--- src/rtl/univ_shift_reg.sv ---
`default_nettype none
// ============================================================================
// Module   : univ_shift_reg
// Brief    : WIDTH-bit universal register. It supports parallel load, shift,
//            rotate, arithmetic shift, synchronous set, and an autonomous
//            N-step burst shifter.
// Revision : 1.0 - initial release
// ============================================================================
module univ_shift_reg #(
    parameter int                 WIDTH     = 8,
    parameter int                 CNT_W     = 4,
    parameter logic [WIDTH-1:0]   RESET_VAL = '0
) (
    input  logic             clk,
    input  logic             rst,
    input  logic             set,
    input  logic             en,
    input  logic [2:0]       mode,
    input  logic [WIDTH-1:0] d,
    input  logic             sin_r,
    input  logic             sin_l,
    input  logic             start,
    input  logic [CNT_W-1:0] count,
    output logic [WIDTH-1:0] q,
    output logic             sout_l,
    output logic             sout_r,
    output logic             busy,
    output logic             done
);

    localparam logic [2:0] c_hold = 3'b000;
    localparam logic [2:0] c_shl  = 3'b001;
    localparam logic [2:0] c_shr  = 3'b010;
    localparam logic [2:0] c_load = 3'b011;
    localparam logic [2:0] c_rol  = 3'b100;
    localparam logic [2:0] c_ror  = 3'b101;
    localparam logic [2:0] c_asr  = 3'b110;
    localparam logic [2:0] c_clr  = 3'b111;

    localparam logic [CNT_W-1:0] c_cnt_one = {{(CNT_W-1){1'b0}}, 1'b1};

    typedef enum logic [0:0] {
        ST_IDLE  = 1'b0,
        ST_SHIFT = 1'b1
    } state_t;

    state_t           r_state, w_state_nxt;
    logic [WIDTH-1:0] r_q,     w_q_nxt;
    logic [CNT_W-1:0] r_cnt,   w_cnt_nxt;
    logic [2:0]       r_mode,  w_mode_nxt;
    logic             r_done,  w_done_nxt;
    logic             w_start_shift_mode;

    // One operation of the selected mode applied to the current contents.
    function automatic logic [WIDTH-1:0] f_apply(
        input logic [2:0]       op,
        input logic [WIDTH-1:0] cur,
        input logic [WIDTH-1:0] ld,
        input logic             s_r,
        input logic             s_l
    );
        logic [WIDTH-1:0] res;
        res = cur;
        case (op)
            c_hold: res = cur;
            c_shl:  res = {cur[WIDTH-2:0], s_r};
            c_shr:  res = {s_l, cur[WIDTH-1:1]};
            c_load: res = ld;
            c_rol:  res = {cur[WIDTH-2:0], cur[WIDTH-1]};
            c_ror:  res = {cur[0], cur[WIDTH-1:1]};
            c_asr:  res = {cur[WIDTH-1], cur[WIDTH-1:1]};
            c_clr:  res = '0;
            default: res = cur;
        endcase
        return res;
    endfunction

    // Only the true shift/rotate modes can start a burst.
    assign w_start_shift_mode = (mode == c_shl) || (mode == c_shr) ||
                                (mode == c_rol) || (mode == c_ror) ||
                                (mode == c_asr);

    // State, contents and burst bookkeeping registers.
    always_ff @(posedge clk or posedge rst) begin
        if (rst) begin
            r_state <= ST_IDLE;
            r_q     <= RESET_VAL;
            r_cnt   <= '0;
            r_mode  <= c_hold;
            r_done  <= 1'b0;
        end else begin
            r_state <= w_state_nxt;
            r_q     <= w_q_nxt;
            r_cnt   <= w_cnt_nxt;
            r_mode  <= w_mode_nxt;
            r_done  <= w_done_nxt;
        end
    end

    // Next-state logic. Priority is set, then burst step, then start, then en.
    always_comb begin
        w_state_nxt = r_state;
        w_q_nxt     = r_q;
        w_cnt_nxt   = r_cnt;
        w_mode_nxt  = r_mode;
        w_done_nxt  = 1'b0;
        if (set) begin
            // Set aborts any burst silently, so no done pulse is produced.
            w_q_nxt     = '1;
            w_state_nxt = ST_IDLE;
            w_cnt_nxt   = '0;
        end else if (r_state == ST_SHIFT) begin
            w_q_nxt = f_apply(r_mode, r_q, d, sin_r, sin_l);
            if (r_cnt == c_cnt_one) begin
                w_state_nxt = ST_IDLE;
                w_cnt_nxt   = '0;
                w_done_nxt  = 1'b1;
            end else begin
                w_cnt_nxt = r_cnt - c_cnt_one;
            end
        end else if (start && w_start_shift_mode) begin
            // The start edge only latches the burst; the first step happens on the next edge.
            if (count != '0) begin
                w_state_nxt = ST_SHIFT;
                w_cnt_nxt   = count;
                w_mode_nxt  = mode;
            end else begin
                w_done_nxt = 1'b1;
            end
        end else if (en) begin
            w_q_nxt = f_apply(mode, r_q, d, sin_r, sin_l);
        end
    end

    assign q      = r_q;
    assign sout_l = r_q[WIDTH-1];
    assign sout_r = r_q[0];
    assign busy   = (r_state == ST_SHIFT);
    assign done   = r_done;

endmodule
`default_nettype wire

--- config.mk ---
export PLATFORM = sky130hd
export DESIGN_NAME = univ_shift_reg
export DESIGN_NICKNAME = d
export VERILOG_FILES = /design/src/rtl/univ_shift_reg.sv
export SDC_FILE = /design/constraint.sdc
export NUM_CORES = 1
export LEC_CHECK = 0
export CORE_ASPECT_RATIO = 0.75
export CORE_MARGIN = 5
export CORE_UTILIZATION = 54
export DETAILED_ROUTE_END_ITERATION = 16
export GPL_TIMING_DRIVEN = 0
export PLACE_DENSITY = 0.95
export SLEW_MARGIN = 20
export SYNTH_ARGS = -nofsm -noshare
export SYNTH_HDL_FRONTEND = slang
export SYNTH_SLANG_ARGS = --single-unit
export TNS_END_PERCENT = 100
--- constraint.sdc ---
create_clock -name clk -period 2.61 [get_ports clk]
set_input_delay 0.522 -clock clk [delete_from_list [all_inputs] [get_ports clk]]
set_output_delay 0.522 -clock clk [all_outputs]
set_load 0.02 [all_outputs]
Word-level counts from Yosys, hierarchy flattened
Cells that the tools add are included.

word-level totals
  register bits after elaboration = 17
  output and inout port bits = 12

operators by class
  reductions and logical operators = 15
  mux-type cells = 21
  equality and inequality tests = 20
  add/subtract/negate cells = 1
  bitwise logic cells = 2

operator list
  kind                                                                   count
  8-bit case mux with 7 select lines                                     2
  8-bit two-way mux                                                      4
  3-bit equality test, second input constant                             8
  4-bit two-way mux                                                      5
  3-bit inequality test, second input constant                           5
  3-bit by 2-bit equality test with 1-bit output, second input constant  4
  1-bit two-way mux                                                      10
  3-bit nonzero test                                                     3
  4-bit AND reduction                                                    2
  3-bit by 1-bit equality test with 1-bit output, second input constant  2
  3-bit zero test                                                        2
  6-bit AND reduction                                                    1
  4-bit by 1-bit equality test with 1-bit output, second input constant  1
  1-bit logical OR                                                       4
  4-bit nonzero test                                                     1
  4-bit by 1-bit subtractor with 4-bit output, second input constant     1
  1-bit NOT                                                              2
  2-bit AND reduction                                                    1
  1-bit logical AND                                                      1

Logic depth before layout (Yosys ltp)
Gate-level depths: netlist (run 1).

  depth in word-level cells = 9
  depth in mapped cells = 6
  depth with buffers taken out = 6

Least setup slack after synthesis (run 1)
No wires, ideal clock.

  path kind = input-to-reg
  start = input mode[1]
  end = register r_mode[0]
  path buffers = 1
  cell stages on the path = 5
  library setup time = 0.125 ns
  arrival time = 1.692 ns
  slack = 0.793 ns
  path through = buf_2 > or3_4 > and2_1 > nand3_2 > mux2_2

on the way
  word-level cells in the longest chain between the ends = 7

ends and longest elaborated chain
  element                                                                                                           RTL line  RTL
  start: declaration                                                                                                18        input logic [2:0] mode,
  3-bit by 1-bit equality test with 1-bit output or 3-bit by 2-bit equality test with 1-bit output (tied branches)  79        assign w_start_shift_mode = (mode == c_shl) || (mode == c_shr) ||
  1-bit logical OR (2 in a row)                                                                                     79
  1-bit logical OR                                                                                                  80        (mode == c_rol) || (mode == c_ror) ||
  1-bit logical OR *                                                                                                80
  1-bit logical AND *                                                                                               121       end else if (start && w_start_shift_mode) begin
  4-bit AND reduction (no source line) *                                                                            -
  end signal: assignment                                                                                            89        r_mode <= c_hold;
  end signal: assignment                                                                                            95        r_mode <= w_mode_nxt;
  end: declaration                                                                                                  50        logic [2:0] r_mode, w_mode_nxt;

Every way passes the cells marked *; elsewhere a longest branch is shown, timed or not.
A chain may end at the register's enable or synchronous reset.

Worst setup path in the final report (run 1)
  start = register r_q[7] (netlist: q[7])
  end = output q[7]

RTL lines
  element                   RTL line  RTL
  start: declaration        48        logic [WIDTH-1:0] r_q, w_q_nxt;
  start signal: assignment  93        r_q <= w_q_nxt;
  end: declaration          24        output logic [WIDTH-1:0] q,

No word-level cell between the ends.

==> out/metrics.cfg, run 1 <==
[critical_path]
slowest_stage = clkdlybuf4s50_1
worstSetupEndpoint = q[7]
crit_fanout = 8
path_class = reg2out
worstSetupStartpointType = flop
reg2reg_from = r_mode[1]
regToRegSetupSlack_ns = 0.78
cp.depth = 2
critPathRequiredTime_ns = 2.09
cp-end-kind = output port
r2r_cells = 5
cp_cell_sequence = buf_4, clkdlybuf4s50_1
r2r_end = q[7]
path_buf_inv = 2
cp_top_family = buffers and inverters
startpoint = q[7]
max_stage_delay_ns = 0.59
crit_arrival_ns = 1.53

[logic_synthesis]
yosysUniqueCellTypes = 53
synth_warnings = 0
synth_edf_count = 0
synth_compound_area_frac = 0.335
synth_simple_gate_area_share = 0.205
mappedNetlistArea_mm2 = 0.00153
syn-instance-count = 171
yosys_register_bits = 17
synth.area.mux_share = 0.0824
synthXorXnorAreaFrac = 0
synth_seq_area_share = 0.277
synth_top_family_by_area = compound AO/OA/AOI/OAI gates
synth_ff_type = dfrtp_1
synth_nets = 195
syn_avg_cell_area_um2 = 8.97
synth-adder-area-share = 0.0163
synthArstFlopShare = 1.00

[drt]
ant_nets = 0
drt_drc_violations_left = 0
first_pass_iters = 5
wirelength_um = 4710
via_per_inst = 6.81
dr_total_vias = 1642
drtIter0Drc = 226
wl_per_cell_um = 19.5

[clock_network]
cts_root_buf = clkbuf_8
cts_tree = built
clock_sinks = 17
cts_resized = 0
cts_setup_buffers = 0
clock_latency_ns = 0.26
cts_buffers = 3
hold_buffers = 0
clk_pin_slew_ns = 0.06
htreeDepth = 1
cts_buffer_depth = 2

[timing]
period_needed_ns = 2.05
fmax_mhz = 487
setup_violations = 0
fin_crit_sh = 0.786
fin_ws_ns = 0.557
drv_slew = 0
worst_pin_slew_ns = 0.743
hold_viol = 0
rsz0062_at_grt = false
slew_headroom = 0.504
finalSetupTns_ns = 0
skew_ns = 0.0100

[global_route]
grtUsageMet1 = 0.306
grt_pass1_wl_um = 7520
use_met3 = 0.0650
track_usage = 0.233
grt_util_met2 = 0.363
grt_overflow = 0
grt_pass1_vias = 1522
antenna_found_initial = 0
top_usage_layer = met2
grt_max_degree = 18

[cells_and_area]
fillers = 203
final_layout_size_suffix_gt1_frac = 0.156
final_nets = 230
antenna_cells = 0
fin_util = 0.723
syn2layout_area_growth_pct = 25.4
layoutNonFillerInstCount = 241

[power]
power_uw = 1230
combPwrFrac = 0.498
switching_share = 0.425
power_switching_uw = 521
pwr-share-seq = 0.331
powerDensity_mw_per_mm2 = 637
ir_drop_mv = 0.451
p_leak_uw = 0.000783
p_int_uw = 705
p_clk_frac = 0.171

[die]
die_w_um = 71.5
core-area_mm2 = 0.00266
row_count = 16
chipHeight_um = 56.2
die_area_mm2 = 0.00402
initial_core_util = 0.576
io_pins = 34

[job]
maxCapViolCount = 0

[outcome]
run_status = complete, no violations

[placement]
portBuffers = 30
routabilityCongestion = 0.938
pre_cts_ws_ns = 0.362
dp_cells = 237
hpwl_um = 3280

[hold_path]
hp-class = in2reg

[through the flow]
stage	hold slack [ns]	cell area [um2]
CTS	0.571	1920
global placement	0.539	1880
floorplan	0.448	1530
detailed placement	0.566	1880
global route	0.581	1920
finish	0.571	1920
[per-layer routing]
metal  vias up  wire length, um
met5         -                0
met4         0               99
met1       756             1870
li1        735                -
met3        19              619
met2       132             2120
[registers in the layout, summed over array words and instances, names as in the netlist]
register	cells
r_cnt	4
q	8
done	1
r_mode	3
busy	1
[power groups by stage]
stage / logic [uW] / registers, uW / clock network, uW
after floorplan: 354 / 424 / 0
after global placement: 577 / 398 / 0
after detailed placement: 591 / 404 / 0
after CTS: 601 / 400 / 211
after global routing: 648 / 411 / 234
final: 611 / 406 / 210
[placed cells by master (no fill, tap or decap), types with 5 or more instances in the layout]
master / count
a221oi_1: 10
clkbuf_1: 5
inv_1: 7
a21oi_1: 8
dfrtp_1: 17
a41o_1: 5
clkdlybuf4s50_1: 30
nor2_1: 9
nand3_1: 10
o31ai_1: 8
mux2i_1: 7
o21ai_0: 5
buf_2: 10
[worst min path at each step]
stage | from | end | slack (ns) | cells past startpoint
3_3_place_gp | r_cnt[1] | r_cnt[1] | 0.54 | 2
4_1_cts | set | done | 0.57 | 2
3_5_place_dp | r_cnt[2] | r_cnt[2] | 0.57 | 2
2_1_floorplan | rst | busy | 0.45 | 1
5_1_grt | set | done | 0.58 | 2
6_report | set | done | 0.57 | 2
[layout make-up]
cell class | count | area (um2) | share of cell area
well taps | 36 | 45.0 | 0.0234
clock buffers | 4 | 45.0 | 0.0234
plain buffers | 18 | 103 | 0.0533
multi-input cells | 129 | 980 | 0.509
flip-flops and latches | 17 | 425 | 0.221
repair buffers | 30 | 300 | 0.156
inverters | 7 | 26.3 | 0.0137
[worst reg2reg max path, stage by stage (launching register included)]
cell,delay (ns)
dfrtp_1,0.38
buf_6,0.14
or3_4,0.39
a21oi_4,0.31
o2bb2ai_2,0.14
mux2_1,0.34
[logic make-up after synthesis]
family,Yosys count
multiplexers,12
AND/OR/NAND/NOR,52
adder cells (fa/ha/maj),2
flip-flops,17
buffers and inverters,25
AO/OA/AOI/OAI,63
[Yosys cell counts (3+ instances only)]
library cell  count  area share
mux2i_1           7       0.046
o21ai_0           5       0.016
nand3_1          10       0.033
nor2_1            9       0.022
o21a_1            4       0.020
o31ai_1           8       0.039
a21oi_1           8       0.026
and3b_1           4       0.023
and3_1            3       0.012
nand2b_1          3       0.012
inv_1             7       0.017
buf_2            10       0.033
a221oi_1         10       0.057
nor2b_1           3       0.012
nand2_1           4      0.0098
dfrtp_1          17        0.28
a41o_1            5       0.033
mux2_2            4       0.029
clkbuf_1          4      0.0098
a31oi_1           4       0.016
Power figures use the tool's default switching activity.
==> inputs of run 2 (changes only) <==
--- a/config.mk
+++ b/config.mk
@@ -7,10 +7,10 @@
 export LEC_CHECK = 0
 export CORE_ASPECT_RATIO = 0.75
 export CORE_MARGIN = 5
-export CORE_UTILIZATION = 54
+export CORE_UTILIZATION = 51
 export DETAILED_ROUTE_END_ITERATION = 16
 export GPL_TIMING_DRIVEN = 0
-export PLACE_DENSITY = 0.95
+export PLACE_DENSITY = 0.91
 export SLEW_MARGIN = 20
 export SYNTH_ARGS = -nofsm -noshare
 export SYNTH_HDL_FRONTEND = slang
==> constraint.sdc (replaced) <==
create_clock -name clk -period 2.08 [get_ports clk]
set_input_delay 0.416 -clock clk [delete_from_list [all_inputs] [get_ports clk]]
set_output_delay 0.416 -clock clk [all_outputs]
set_load 0.02 [all_outputs]
==> out/metrics.cfg, run 2 (synthesized netlist as in run 1, its figures left out) <==
[global_route]
grt_pass1_vias = 1479  ; was 1,522
grt_max_degree = 18  ; unchanged
antenna_found_initial = 0  ; unchanged
track_usage = 0.215  ; was 0.233
grt_overflow = 0  ; unchanged
grt_pass1_wl_um = 7250  ; was 7520 um

[cells_and_area]
final_nets = 230  ; unchanged
layoutNonFillerInstCount = 243  ; was 241
largest_reg_flops = 8  ; unchanged
final_cell_mix = 29 x clkdlybuf4s50_1, 17 x dfrtp_1, 10 x buf_2, 10 x a221oi_1, 10 x nand3_1  ; was 30 x clkdlybuf4s50_1, 17 x dfrtp_1, 10 x buf_2, 10 x a221oi_1, 10 x nand3_1
syn2layout_area_growth_pct = 25.8  ; was 25.4%
mostFrequentLayoutCell = clkdlybuf4s50_1  ; unchanged
antenna_cells = 0  ; unchanged
final_layout_size_suffix_gt1_frac = 0.156  ; unchanged
fin_util = 0.662  ; was 0.723

[die]
row_count = 17  ; was 16
die_w_um = 73.3  ; was 71.5 um
chipHeight_um = 57.5  ; was 56.2 um
initial_core_util = 0.526  ; was 0.576
io_pins = 34  ; unchanged
core-area_mm2 = 0.00291  ; was 0.00266 mm2
die_area_mm2 = 0.00422  ; was 0.00402 mm2

[power]
switching_share = 0.414  ; was 0.425
p_clk_frac = 0.165  ; was 0.171
combPwrFrac = 0.499  ; was 0.498
ir_drop_mv = 0.473  ; was 0.451 mV
powerDensity_mw_per_mm2 = 781  ; was 637 mW/mm2
pwr-share-seq = 0.336  ; was 0.331
p_int_uw = 884  ; was 705 uW
power_switching_uw = 624  ; was 521 uW
p_leak_uw = 0.000792  ; was 0.000783 uW

[critical_path]
cp-end-kind = output port  ; unchanged
path_class = reg2out  ; unchanged
critPathRequiredTime_ns = 1.66  ; was 2.09 ns
crit_arrival_ns = 1.50  ; was 1.53 ns
crit_fanout = 8  ; unchanged
worstSetupStartpointType = flop  ; unchanged

[clock_network]
cts_buffers = 3  ; unchanged
clk_pin_slew_ns = 0.07  ; was 0.06 ns
cts_resized = 0  ; unchanged
cts_buffer_depth = 2  ; unchanged
clock_latency_ns = 0.26  ; about the same
hold_buffers = 0  ; unchanged
htreeDepth = 1  ; unchanged
cts_tree = built  ; unchanged
cts_setup_buffers = 0  ; unchanged
cts_root_buf = clkbuf_8  ; unchanged
clock_sinks = 17  ; unchanged

[placement]
portBuffers = 30  ; unchanged
dp_cells = 239  ; was 237
routabilityCongestion = 0.927  ; was 0.938
hpwl_um = 3130  ; was 3280 um

[drt]
dr_total_vias = 1584  ; was 1,642
wl_per_cell_um = 18.0  ; was 19.5 um
wirelength_um = 4360  ; was 4710 um
first_pass_iters = 4  ; was 5
ant_nets = 0  ; unchanged
drt_drc_violations_left = 0  ; unchanged
drtIter0Drc = 211  ; was 226
via_per_inst = 6.52  ; was 6.81

[timing]
slew_headroom = 0.561  ; was 0.504
fmax_mhz = 522
fin_hold_ws_ns = 0.483  ; was 0.571 ns
fin_crit_sh = 0.921
rsz0062_at_grt = false  ; unchanged
drv_slew = 0  ; unchanged
period_needed_ns = 1.92
skew_ns = 0.00566  ; was 0.0100 ns
worst_pin_slew_ns = 0.657  ; was 0.743 ns
hold_viol = 0  ; unchanged
setup_violations = 0  ; unchanged

[job]
maxCapViolCount = 0  ; unchanged

[outcome]
run_status = complete, no violations  ; unchanged

[hold_path]
hp-class = in2reg  ; unchanged

==> run 2: changes by cell type in the layout (fill, tap and decap cells not counted), sizes merged <==
| cell | change |
|---|---|
| clkdlybuf4s50 | -1 |
| dlymetal6s2s | +1 |
==> run 2: worst max-delay path, cell delays in order, from the launching register on <==
cell             delay [ns]
dfrtp_1                0.49
buf_4                  0.16
clkdlybuf4s50_1        0.59
==> run 2: cell type report <==
cell class / instances / area [um2]
Buffer: 18 / 103
Clock buffer: 4 / 45.0
Fill cell: 233 / 985
Inverter: 7 / 26.3
Multi-Input combinational cell: 129 / 980
Sequential cell: 17 / 425
Tap cell: 38 / 47.5
Timing Repair Buffer: 30 / 303
==> run 2: routing by layer <==
metal | wire (um) | vias to the layer above | GRT usage
met3 | 494 | 4 | 0.0722
met1 | 1900 | 740 | 0.306
li1 | - | 732 | -
met2 | 1930 | 108 | 0.307
met5 | 0 | - | 0
met4 | 35 | 0 | 0.0620
==> run 2: per-stage QoR <==
stage	instance area, um2	setup TNS (ns)	total power (uW)	setup slack (ns)
3_5_place_dp	1880	-0.668	1240	-0.120
6_report	1930	0	1510	0.164
5_1_grt	1930	0	1600	0.104
3_3_place_gp	1880	-0.372	1230	-0.0965
2_1_floorplan	1530	0	976	0.369
4_1_cts	1930	0	1490	0.128
==> run 2: path summary, 6_finish.rpt <==
kind	from	end	slack, ns	cells after the start
worst min-delay path	set	done	0.48	2
worst max-delay path	q[7]	q[7]	0.16	2
worst min register to register	r_cnt[0]	r_cnt[0]	0.59	2
max in group asynchronous	rst	r_mode[0]	1.11	2
worst max register to register	r_mode[2]	q[7]	0.24	5
min in group asynchronous	rst	r_cnt[1]	0.55	2
==> run 2: power by group through the flow <==
stage / combinational, uW / sequential (uW) / clock, uW
floorplan: 445 / 532 / 0
global placement: 725 / 505 / 0
detailed placement: 737 / 507 / 0
CTS: 743 / 501 / 248
global route: 814 / 519 / 263
finish: 752 / 507 / 249
==> inputs of run 3 (changes only) <==
--- a/config.mk
+++ b/config.mk
@@ -7,10 +7,12 @@
 export LEC_CHECK = 0
 export CORE_ASPECT_RATIO = 0.75
 export CORE_MARGIN = 5
-export CORE_UTILIZATION = 51
+export CORE_UTILIZATION = 63
+export CTS_BUF_LIST = sky130_fd_sc_hd__clkbuf_16
 export DETAILED_ROUTE_END_ITERATION = 16
+export DONT_BUFFER_PORTS = 1
 export GPL_TIMING_DRIVEN = 0
-export PLACE_DENSITY = 0.91
+export PLACE_DENSITY = 0.89
 export SLEW_MARGIN = 20
 export SYNTH_ARGS = -nofsm -noshare
 export SYNTH_HDL_FRONTEND = slang
==> out/metrics.cfg, run 3 (synthesized netlist as in run 1, its figures left out) <==
[critical_path]
slowest_stage = dfrtp_1  ; was clkdlybuf4s50_1
cp_cell_sequence = buf_2, inv_1, o2111ai_4, and2_1, buf_6, o31ai_1  ; was buf_4, clkdlybuf4s50_1
path_class = reg2reg  ; was reg2out
cp-end-kind = flop  ; was output port
critPathRequiredTime_ns = 2.24  ; was 1.66 ns
crit_fanout = 9  ; was 8
reg2reg_from = busy  ; was r_mode[2]
regToRegSetupSlack_ns = 0.22  ; was 0.24 ns
r2r_cells = 6  ; was 5
max_stage_delay_ns = 0.45  ; was 0.59 ns
crit_arrival_ns = 2.02  ; was 1.50 ns
worstSetupStartpointType = flop  ; unchanged
r2r_end = q[0]  ; was q[7]

[die]
io_pins = 34  ; unchanged
die_w_um = 67.0  ; was 73.3 um
chipHeight_um = 52.7  ; was 57.5 um
core-area_mm2 = 0.00231  ; was 0.00291 mm2
initial_core_util = 0.664  ; was 0.526
row_count = 15  ; was 17
die_area_mm2 = 0.00353  ; was 0.00422 mm2

[timing]
fmax_mhz = 537  ; was 522 MHz
skew_ns = 0.00273  ; was 0.00566 ns
setup_violations = 0  ; unchanged
period_needed_ns = 1.86  ; was 1.92 ns
slew_headroom = 0.560  ; was 0.561
worst_pin_slew_ns = 0.641  ; was 0.657 ns
rsz0062_at_grt = false  ; unchanged
fin_crit_sh = 0.895  ; was 0.921
finalSetupTns_ns = 0  ; unchanged
hold_viol = 0  ; unchanged
drv_slew = 0  ; unchanged

[global_route]
antenna_found_initial = 0  ; unchanged
grt_pass1_vias = 1431  ; was 1,479
track_usage = 0.277  ; was 0.215
grt_pass1_wl_um = 7220  ; was 7250 um
grt_overflow = 0  ; unchanged
grt_max_degree = 18  ; unchanged

[clock_network]
cts_setup_buffers = 0  ; unchanged
cts_buffers = 3  ; unchanged
cts_buffer_depth = 2  ; unchanged
clock_sinks = 17  ; unchanged
htreeDepth = 1  ; unchanged
hold_buffers = 0  ; unchanged
cts_resized = 0  ; unchanged
cts_tree = built  ; unchanged
clock_latency_ns = 0.26  ; about the same
cts_root_buf = clkbuf_16  ; was clkbuf_8
clk_pin_slew_ns = 0.05  ; was 0.07 ns

[drt]
drt_drc_violations_left = 0  ; unchanged
wl_met1_um = 1740  ; was 1900 um
dr_wl_met3_um = 627  ; was 494 um
top_layer = met4  ; unchanged
via_per_inst = 7.54  ; was 6.52
first_pass_iters = 6  ; was 4
wl_per_cell_um = 21.3  ; was 18.0 um
wirelength_um = 4450  ; was 4360 um
wl_met2_um = 1980  ; was 1930 um
drtIter0Drc = 217  ; was 211
dr_total_vias = 1575  ; was 1,584
ant_nets = 0  ; unchanged

[outcome]
run_status = complete, no violations  ; unchanged

[cells_and_area]
final_cell_mix = 17 x dfrtp_1, 10 x buf_2, 10 x a221oi_1, 10 x nand3_1, 9 x nor2_1  ; was 29 x clkdlybuf4s50_1, 17 x dfrtp_1, 10 x buf_2, 10 x a221oi_1, 10 x nand3_1
mostFrequentLayoutCell = dfrtp_1  ; was clkdlybuf4s50_1
fillers = 178  ; was 233
syn2layout_area_growth_pct = 7.91  ; was 25.8%
antenna_cells = 0  ; unchanged
layoutNonFillerInstCount = 209  ; was 243
final_nets = 200  ; was 230
final_layout_size_suffix_gt1_frac = 0.183  ; was 0.156
largest_reg_flops = 8  ; unchanged

[job]
maxCapViolCount = 0  ; unchanged

[placement]
hpwl_um = 3030  ; was 3130 um
dp_cells = 205  ; was 239
portBuffers = 0  ; was 30
routabilityCongestion = 0.890  ; was 0.927

[power]
powerDensity_mw_per_mm2 = 931  ; was 781 mW/mm2
ir_drop_mv = 0.638  ; was 0.473 mV
p_leak_uw = 0.000685  ; was 0.000792 uW

[hold_path]
hp-class = in2async  ; was in2reg

## run 3: cell count changes in the layout (fill, tap and decap cells not counted)
cell,previous run,this run
clkbuf_1,5,4
clkbuf_16,0,3
clkbuf_8,3,0
clkdlybuf4s50_1,29,0
dlymetal6s2s_1,1,0
inv_1,7,8
## run 3: final cells by class
type	count	area, um2	area share
inverters	7	26.3	0.0159
plain buffers	18	103	0.0620
well taps	34	42.5	0.0257
flip-flops and latches	17	425	0.257
multi-input cells	129	980	0.592
clock inverters	1	3.75	0.00227
clock buffers	3	75.1	0.0454
## run 3: how the worst max path moves through the flow
stage          startpoint        end  slack [ns]
4_1_cts              busy       q[5]        0.23
5_1_grt              busy       q[5]        0.09
2_1_floorplan     mode[1]  r_mode[0]        0.37
3_3_place_gp      mode[1]       q[7]        0.23
6_report             busy       q[0]        0.22
3_5_place_dp      mode[1]       q[7]        0.21
## run 3: power by group
part	internal [uW]	switching, uW
logic	231	336
clock network	256	145
registers	400	174
## run 3: per-stage QoR
stage	hold WS (ns)	total power, uW	setup slack, ns	area, um2	utilization
3_5_place_dp	0.438	1110	0.209	1580	0.683
6_report	0.146	1540	0.219	1660	0.717
3_3_place_gp	0.437	1080	0.229	1580	0.683
4_1_cts	0.171	1510	0.227	1660	0.717
2_1_floorplan	0.342	976	0.369	1530	-
5_1_grt	0.203	1610	0.0892	1660	0.717
## run 3: worst max-delay path, delay by kind of cell (launching register included)
| family | cells | cell delay [ns] |
|---|---|---|
| AO/OA/AOI/OAI | 2 | 0.52 |
| flip-flops | 1 | 0.45 |
| buffers and inverters | 3 | 0.56 |
| AND/OR/NAND/NOR | 1 | 0.23 |
## run 3: layer usage
metal  track usage  vias to the layer above
met5             0                        -
met4         0.108                        0
met3        0.0901                       20
met2         0.426                      137
met1         0.359                      742
li1              -                      676
